### config.mk
export PLATFORM = sky130hd
export DESIGN_NAME = mem_march_initiator
export DESIGN_NICKNAME = d
export VERILOG_FILES = /design/src/rtl/mem_march_initiator.sv
export SDC_FILE = /design/constraint.sdc
export NUM_CORES = 1
export LEC_CHECK = 0
export ABC_AREA = 1
export ABC_CLOCK_PERIOD_IN_PS = 4000
export CORE_AREA = 4 4 128 130
export DETAILED_ROUTE_END_ITERATION = 7
export DIE_AREA = 0 0 132 134
export PLACE_DENSITY = 0.52
export SETUP_SLACK_MARGIN = 0.2
export SYNTH_ARGS = -nofsm -noshare
export SYNTH_HDL_FRONTEND = slang
export SYNTH_SLANG_ARGS = --single-unit
### constraint.sdc
create_clock -name clk_i -period 4 [get_ports clk_i]
set_input_delay 0.8 -clock clk_i [delete_from_list [all_inputs] [get_ports clk_i]]
set_output_delay 0.8 -clock clk_i [all_outputs]
set_load 0.1 [all_outputs]
### src/rtl/mem_march_initiator.sv
// March-test BIST master for a single-port memory: write background, read/write-inverse, descending read.
// Optional build macro BIST_STOP_ON_FAIL_EN ends the run at the first mismatch.
module mem_march_initiator #(
  parameter int LOCATIONS = 16,
  parameter int LOC_SIZE  = 8,
  localparam int ADDR_W   = $clog2(LOCATIONS)
) (
  input  logic                clk_i,
  input  logic                reset_i,
  input  logic                start_i,
  input  logic [LOC_SIZE-1:0] pattern_i,
  output logic                mem_reset_o,
  output logic                mem_op_o,
  output logic [ADDR_W-1:0]   mem_addr_o,
  output logic [LOC_SIZE-1:0] mem_data_in_o,
  input  logic [LOC_SIZE-1:0] mem_data_out_i,
  output logic                busy_o,
  output logic                done_o,
  output logic                fail_o,
  output logic [7:0]          fail_count_o,
  output logic [ADDR_W-1:0]   fail_addr_o,
  output logic [LOC_SIZE-1:0] fail_data_o
);

  localparam logic [ADDR_W-1:0] LAST_ADDR = ADDR_W'(LOCATIONS - 1);

  typedef enum logic [2:0] {
    S_IDLE, S_CLR, S_WBG, S_RW, S_RD, S_CHK, S_DONE
  } state_t;

  state_t                state_q;
  logic [LOC_SIZE-1:0]   pat_q;
  logic                  mreset_q;
  logic                  op_q;
  logic [ADDR_W-1:0]     addr_q;
  logic [LOC_SIZE-1:0]   wdata_q;
  logic                  busy_q;
  logic                  done_q;
  logic                  fail_q;
  logic [7:0]            fcnt_q;
  logic [ADDR_W-1:0]     faddr_q;
  logic [LOC_SIZE-1:0]   fdata_q;

  // Read bookkeeping: *_rd_* describes the read on the bus this cycle,
  // *_cmp_* the read whose data is on mem_data_out_i this cycle.
  logic                  rd_vld_q;
  logic [ADDR_W-1:0]     rd_addr_q;
  logic [LOC_SIZE-1:0]   rd_exp_q;
  logic                  cmp_vld_q;
  logic [ADDR_W-1:0]     cmp_addr_q;
  logic [LOC_SIZE-1:0]   cmp_exp_q;

  logic                  mismatch_d;
  logic [7:0]            fcnt_d;

  function automatic logic [7:0] sat_inc(input logic [7:0] v);
    return (v == 8'hFF) ? v : v + 8'd1;
  endfunction

  always_comb begin
    mismatch_d = cmp_vld_q && (mem_data_out_i != cmp_exp_q);
    fcnt_d     = sat_inc(fcnt_q);
  end

  always_ff @(posedge clk_i) begin
    if (reset_i) begin
      state_q   <= S_IDLE;
      mreset_q  <= 1'b1;
      op_q      <= 1'b0;
      addr_q    <= '0;
      wdata_q   <= '0;
      busy_q    <= 1'b0;
      done_q    <= 1'b0;
      fail_q    <= 1'b0;
      fcnt_q    <= 8'd0;
      faddr_q   <= '0;
      fdata_q   <= '0;
      rd_vld_q  <= 1'b0;
      cmp_vld_q <= 1'b0;
    end else begin
      mreset_q   <= 1'b0;
      done_q     <= 1'b0;
      rd_vld_q   <= 1'b0;
      cmp_vld_q  <= rd_vld_q;
      cmp_addr_q <= rd_addr_q;
      cmp_exp_q  <= rd_exp_q;

      if (mismatch_d) begin
        fail_q <= 1'b1;
        fcnt_q <= fcnt_d;
        if (!fail_q) begin
          faddr_q <= cmp_addr_q;
          fdata_q <= mem_data_out_i;
        end
      end

      case (state_q)
        S_IDLE: begin
          op_q    <= 1'b0;
          addr_q  <= '0;
          wdata_q <= '0;
          if (start_i) begin
            state_q  <= S_CLR;
            pat_q    <= pattern_i;
            mreset_q <= 1'b1;
            busy_q   <= 1'b1;
            fail_q   <= 1'b0;
            fcnt_q   <= 8'd0;
            faddr_q  <= '0;
            fdata_q  <= '0;
          end
        end
        S_CLR: begin
          state_q <= S_WBG;
          op_q    <= 1'b1;
          addr_q  <= '0;
          wdata_q <= pat_q;
        end
        S_WBG: begin
          if (addr_q == LAST_ADDR) begin
            state_q   <= S_RW;
            op_q      <= 1'b0;
            addr_q    <= '0;
            wdata_q   <= '0;
            rd_vld_q  <= 1'b1;
            rd_addr_q <= '0;
            rd_exp_q  <= pat_q;
          end else begin
            addr_q  <= addr_q + ADDR_W'(1);
            wdata_q <= pat_q;
          end
        end
        S_RW: begin
          if (!op_q) begin
            op_q    <= 1'b1;
            wdata_q <= ~pat_q;
          end else if (addr_q == LAST_ADDR) begin
            state_q   <= S_RD;
            op_q      <= 1'b0;
            wdata_q   <= '0;
            rd_vld_q  <= 1'b1;
            rd_addr_q <= LAST_ADDR;
            rd_exp_q  <= ~pat_q;
          end else begin
            op_q      <= 1'b0;
            addr_q    <= addr_q + ADDR_W'(1);
            wdata_q   <= '0;
            rd_vld_q  <= 1'b1;
            rd_addr_q <= addr_q + ADDR_W'(1);
            rd_exp_q  <= pat_q;
          end
        end
        S_RD: begin
          if (addr_q == '0) begin
            state_q <= S_CHK;
          end else begin
            addr_q    <= addr_q - ADDR_W'(1);
            rd_vld_q  <= 1'b1;
            rd_addr_q <= addr_q - ADDR_W'(1);
            rd_exp_q  <= ~pat_q;
          end
        end
        S_CHK: begin
          state_q <= S_DONE;
          done_q  <= 1'b1;
          busy_q  <= 1'b0;
          op_q    <= 1'b0;
          addr_q  <= '0;
          wdata_q <= '0;
        end
        S_DONE: begin
          state_q <= S_IDLE;
        end
        default: begin
          state_q <= S_IDLE;
          busy_q  <= 1'b0;
        end
      endcase

`ifdef BIST_STOP_ON_FAIL_EN
      // First mismatch cuts the run short; nothing further is issued.
      if (mismatch_d) begin
        state_q   <= S_DONE;
        done_q    <= 1'b1;
        busy_q    <= 1'b0;
        op_q      <= 1'b0;
        addr_q    <= '0;
        wdata_q   <= '0;
        rd_vld_q  <= 1'b0;
        cmp_vld_q <= 1'b0;
      end
`endif
    end
  end

  assign mem_reset_o   = mreset_q;
  assign mem_op_o      = op_q;
  assign mem_addr_o    = addr_q;
  assign mem_data_in_o = wdata_q;
  assign busy_o        = busy_q;
  assign done_o        = done_q;
  assign fail_o        = fail_q;
  assign fail_count_o  = fcnt_q;
  assign fail_addr_o   = faddr_q;
  assign fail_data_o   = fdata_q;

endmodule

==> summary.txt <==
Outcome: finished clean
Crit-path max FO: 6
Post-synth ARST share: 0%
Hpwl dp: 6250 µm
Final Setup Violations: 0
Final core utilization: 31.4%
Worst Skew: 0.00326 ns
FF/Latch Area: 1800 µm²
Final Slew Violations: 0
Cell taking the most area after synthesis: edfxtp_1
Clock sink count: 74
Total gr overflow: 0
Fin crit share: 70.5%
Seq cells post-synth: 74
Fillers: 1574
DIE WIDTH: 132 µm
Slowest cell on the critical path: clkdlybuf4s50_1
Core area: 15100 µm²
Crit-path max cell delay: 1.20 ns
Post-Syn Area per Cell: 8.20 µm²
CP Capture Point: mem_addr_o[3]
Buffers on Ports: 55
Critical path depth: 1
RSZ-0062 raised after global routing: false
Setup crit end kind: output port
Mapped Nets: 486
Type of origin of the critical path: register
Initial antenna violation count: 0
Post-synth EDFFs: 32
Largest net degree at the start of global routing: 22
CTS tree: yes
Multi-input logic area: 1540 µm²
I/O Pins: 56
Die Ht: 134 µm
Post-CTS setup buffers: 0
Synth cell types: 33
CP required: 3.20 ns
Fin crit period: 2.82 ns
Post-route ant nets: 0
Max Clk Rate: 0.355 GHz
Seq/Total Area, Yosys: 48.2%
Number of buffers and inverters on the critical path: 1
CTS Hold Bufs: 0
First-pass GRT wire length: 14400 µm
GP Congestion: 0.807
Launch point of the worst reg-to-reg path: state_q[1]
Max-cap violations: 0
Die area: 17700 µm²
Worst-path clk slew: 0.06 ns
Max_slew headroom: 34.3%
Dominant synthesized flop cell: dfxtp_1
R2R Setup Slk: 2.04 ns
Worst EP arrival: 2.02 ns
Yosys warns: 0
Antenna Cells: 0
Clk Tree Root Cell: clkbuf_16
Crit path kind: register to output port
Most common cell after layout, fill and taps aside: nand2_1
Crit-path cells: clkdlybuf4s50_1
Worst setup startpoint: mem_addr_o[3]
Routed wire length: 8410 µm
Gate family responsible for the most delay along the worst path: buffers and inverters
Syn Inst Count: 456
Row count: 45
Register-to-Register Path Depth: 5
Cell Area, Synth: 3740 µm²
Actual slew at the worst max-slew pin: 0.983 ns
Initial Util: 24.7%
Share of cells above drive strength 1: 8.53%
DRC errors left: 0
Worst skew pair latency: 0.33 ns
DRT iter0 DRCs: 221
Power per cell area: 713 nW/µm²
DRT Pass-1 Iters: 4
Vias in the first global route: 2928
H-Tree Depth: 3
Cts repair resizes: 0
Wire length per cell: 11.9 µm
Commonest non-fill, non-tap cells in the layout: nand2_1 (106), inv_1 (84), clkdlybuf4s50_1 (55)
Pleak: 1.96 nW
Hold Slack: 0.410 ns
CTS max path bufs: 2
Final hold vios: 0
Top cells by area, synth: edfxtp_1 (26%), dfxtp_1 (22%), nand2_1 (11%)
Total track usage: 9.92%
Post-synth top area share: 25.7%
Post-layout net count: 541
Via count: 2997
Area Growth Syn to Fin: 27.2%
Hold Path Class: register to register
Peak supply drop: 0.375 mV
DR vias/cell: 4.26
Setup tns final: 0 ns
Terminus of the critical flop-to-flop path: rd_exp_q[1]
CTS Buf Count: 9
==> layout make-up <==
cell class / count / area share, %
tap: 188 / 4.95
sequential: 74 / 37.9
clock inverter: 7 / 1.11
inverter: 88 / 6.95
clock buffer: 9 / 4.74
timing repair buffer: 58 / 12.1
multi-input combinational: 280 / 32.3
==> report_power, final <==
group	total, mW	internal (mW)	switching, mW
combinational	1.52	0.423	1.10
sequential	1.12	0.981	0.142
clock	0.747	0.423	0.324
total	3.39	1.83	1.56
==> worst reg2reg max path, delay by kind of cell (launching register included) <==
| family | cells | cell delay (ns) |
|---|---|---|
| AND/OR/NAND/NOR | 3 | 0.76 |
| AO/OA/AOI/OAI | 1 | 0.21 |
| buffers and inverters | 1 | 0.09 |
| flip-flops | 1 | 0.62 |
==> Yosys cell counts (5+ instances only) <==
library cell / instances
a21oi_1: 13
a22oi_1: 8
a31oi_1: 8
clkbuf_1: 6
dfxtp_1: 42
edfxtp_1: 32
ha_1: 11
inv_1: 84
nand2_1: 106
nand3_1: 24
nand4_1: 17
nor2_1: 35
nor2_4: 6
o21ai_0: 8
o21ai_1: 5
o221ai_1: 8
xnor2_1: 5
==> worst min path at each step <==
stage	start	to	slack [ns]	cells after the start
final	rd_vld_q	cmp_vld_q	0.41	2
after global routing	rd_exp_q[4]	cmp_exp_q[4]	0.43	0
after CTS	rd_vld_q	cmp_vld_q	0.41	2
after detailed placement	rd_addr_q[0]	cmp_addr_q[0]	0.40	0
after global placement	rd_addr_q[3]	cmp_addr_q[3]	0.41	0
after floorplan	rd_vld_q	cmp_vld_q	0.39	2
==> per-stage QoR <==
stage | instances | worst slack (ns) | power, mW | instance area, µm²
after floorplan | 456 | 0.324 | 2.33 | 3740
after global placement | 688 | 1.15 | 2.65 | 4480
after detailed placement | 688 | 1.07 | 2.66 | 4480
after CTS | 704 | 1.16 | 3.43 | 4750
after global routing | 704 | 1.12 | 3.62 | 4750
final | 704 | 1.18 | 3.39 | 4750
==> state kept, by name, indices dropped and copies added, names as in the netlist <==
| signal | flops |
|---|---|
| busy_o | 1 |
| cmp_exp_q | 8 |
| rd_exp_q | 8 |
| rd_vld_q | 1 |
| fail_addr_o | 4 |
| mem_data_in_o | 8 |
| fail_o | 1 |
| fail_data_o | 8 |
| done_o | 1 |
| fail_count_o | 8 |
| cmp_vld_q | 1 |
| mem_op_o | 1 |
| state_q | 3 |
| cmp_addr_q | 4 |
| pat_q | 8 |
| rd_addr_q | 4 |
| mem_addr_o | 4 |
| mem_reset_o | 1 |
==> routing by layer <==
| metal | wire length [µm] | track usage, % | up-vias |
|---|---|---|---|
| met2 | 3610 | 15.2 | 61 |
| met5 | 0 | 0 | - |
| met4 | 83 | 2.92 | 0 |
| met3 | 468 | 3.71 | 6 |
| met1 | 4250 | 13.1 | 1343 |
| li1 | - | - | 1587 |
==> cells by family after synthesis <==
logic type	count (synthesis)	share of synthesized area, %
AND/OR/NAND/NOR	206	25.9
buffers and inverters	102	10.9
adder cells (fa/ha/maj)	11	3.68
flip-flops	74	48.2
AO/OA/AOI/OAI	54	9.17
XOR/XNOR	9	2.11
No activity file was read; power rests on OpenSTA's default activity.
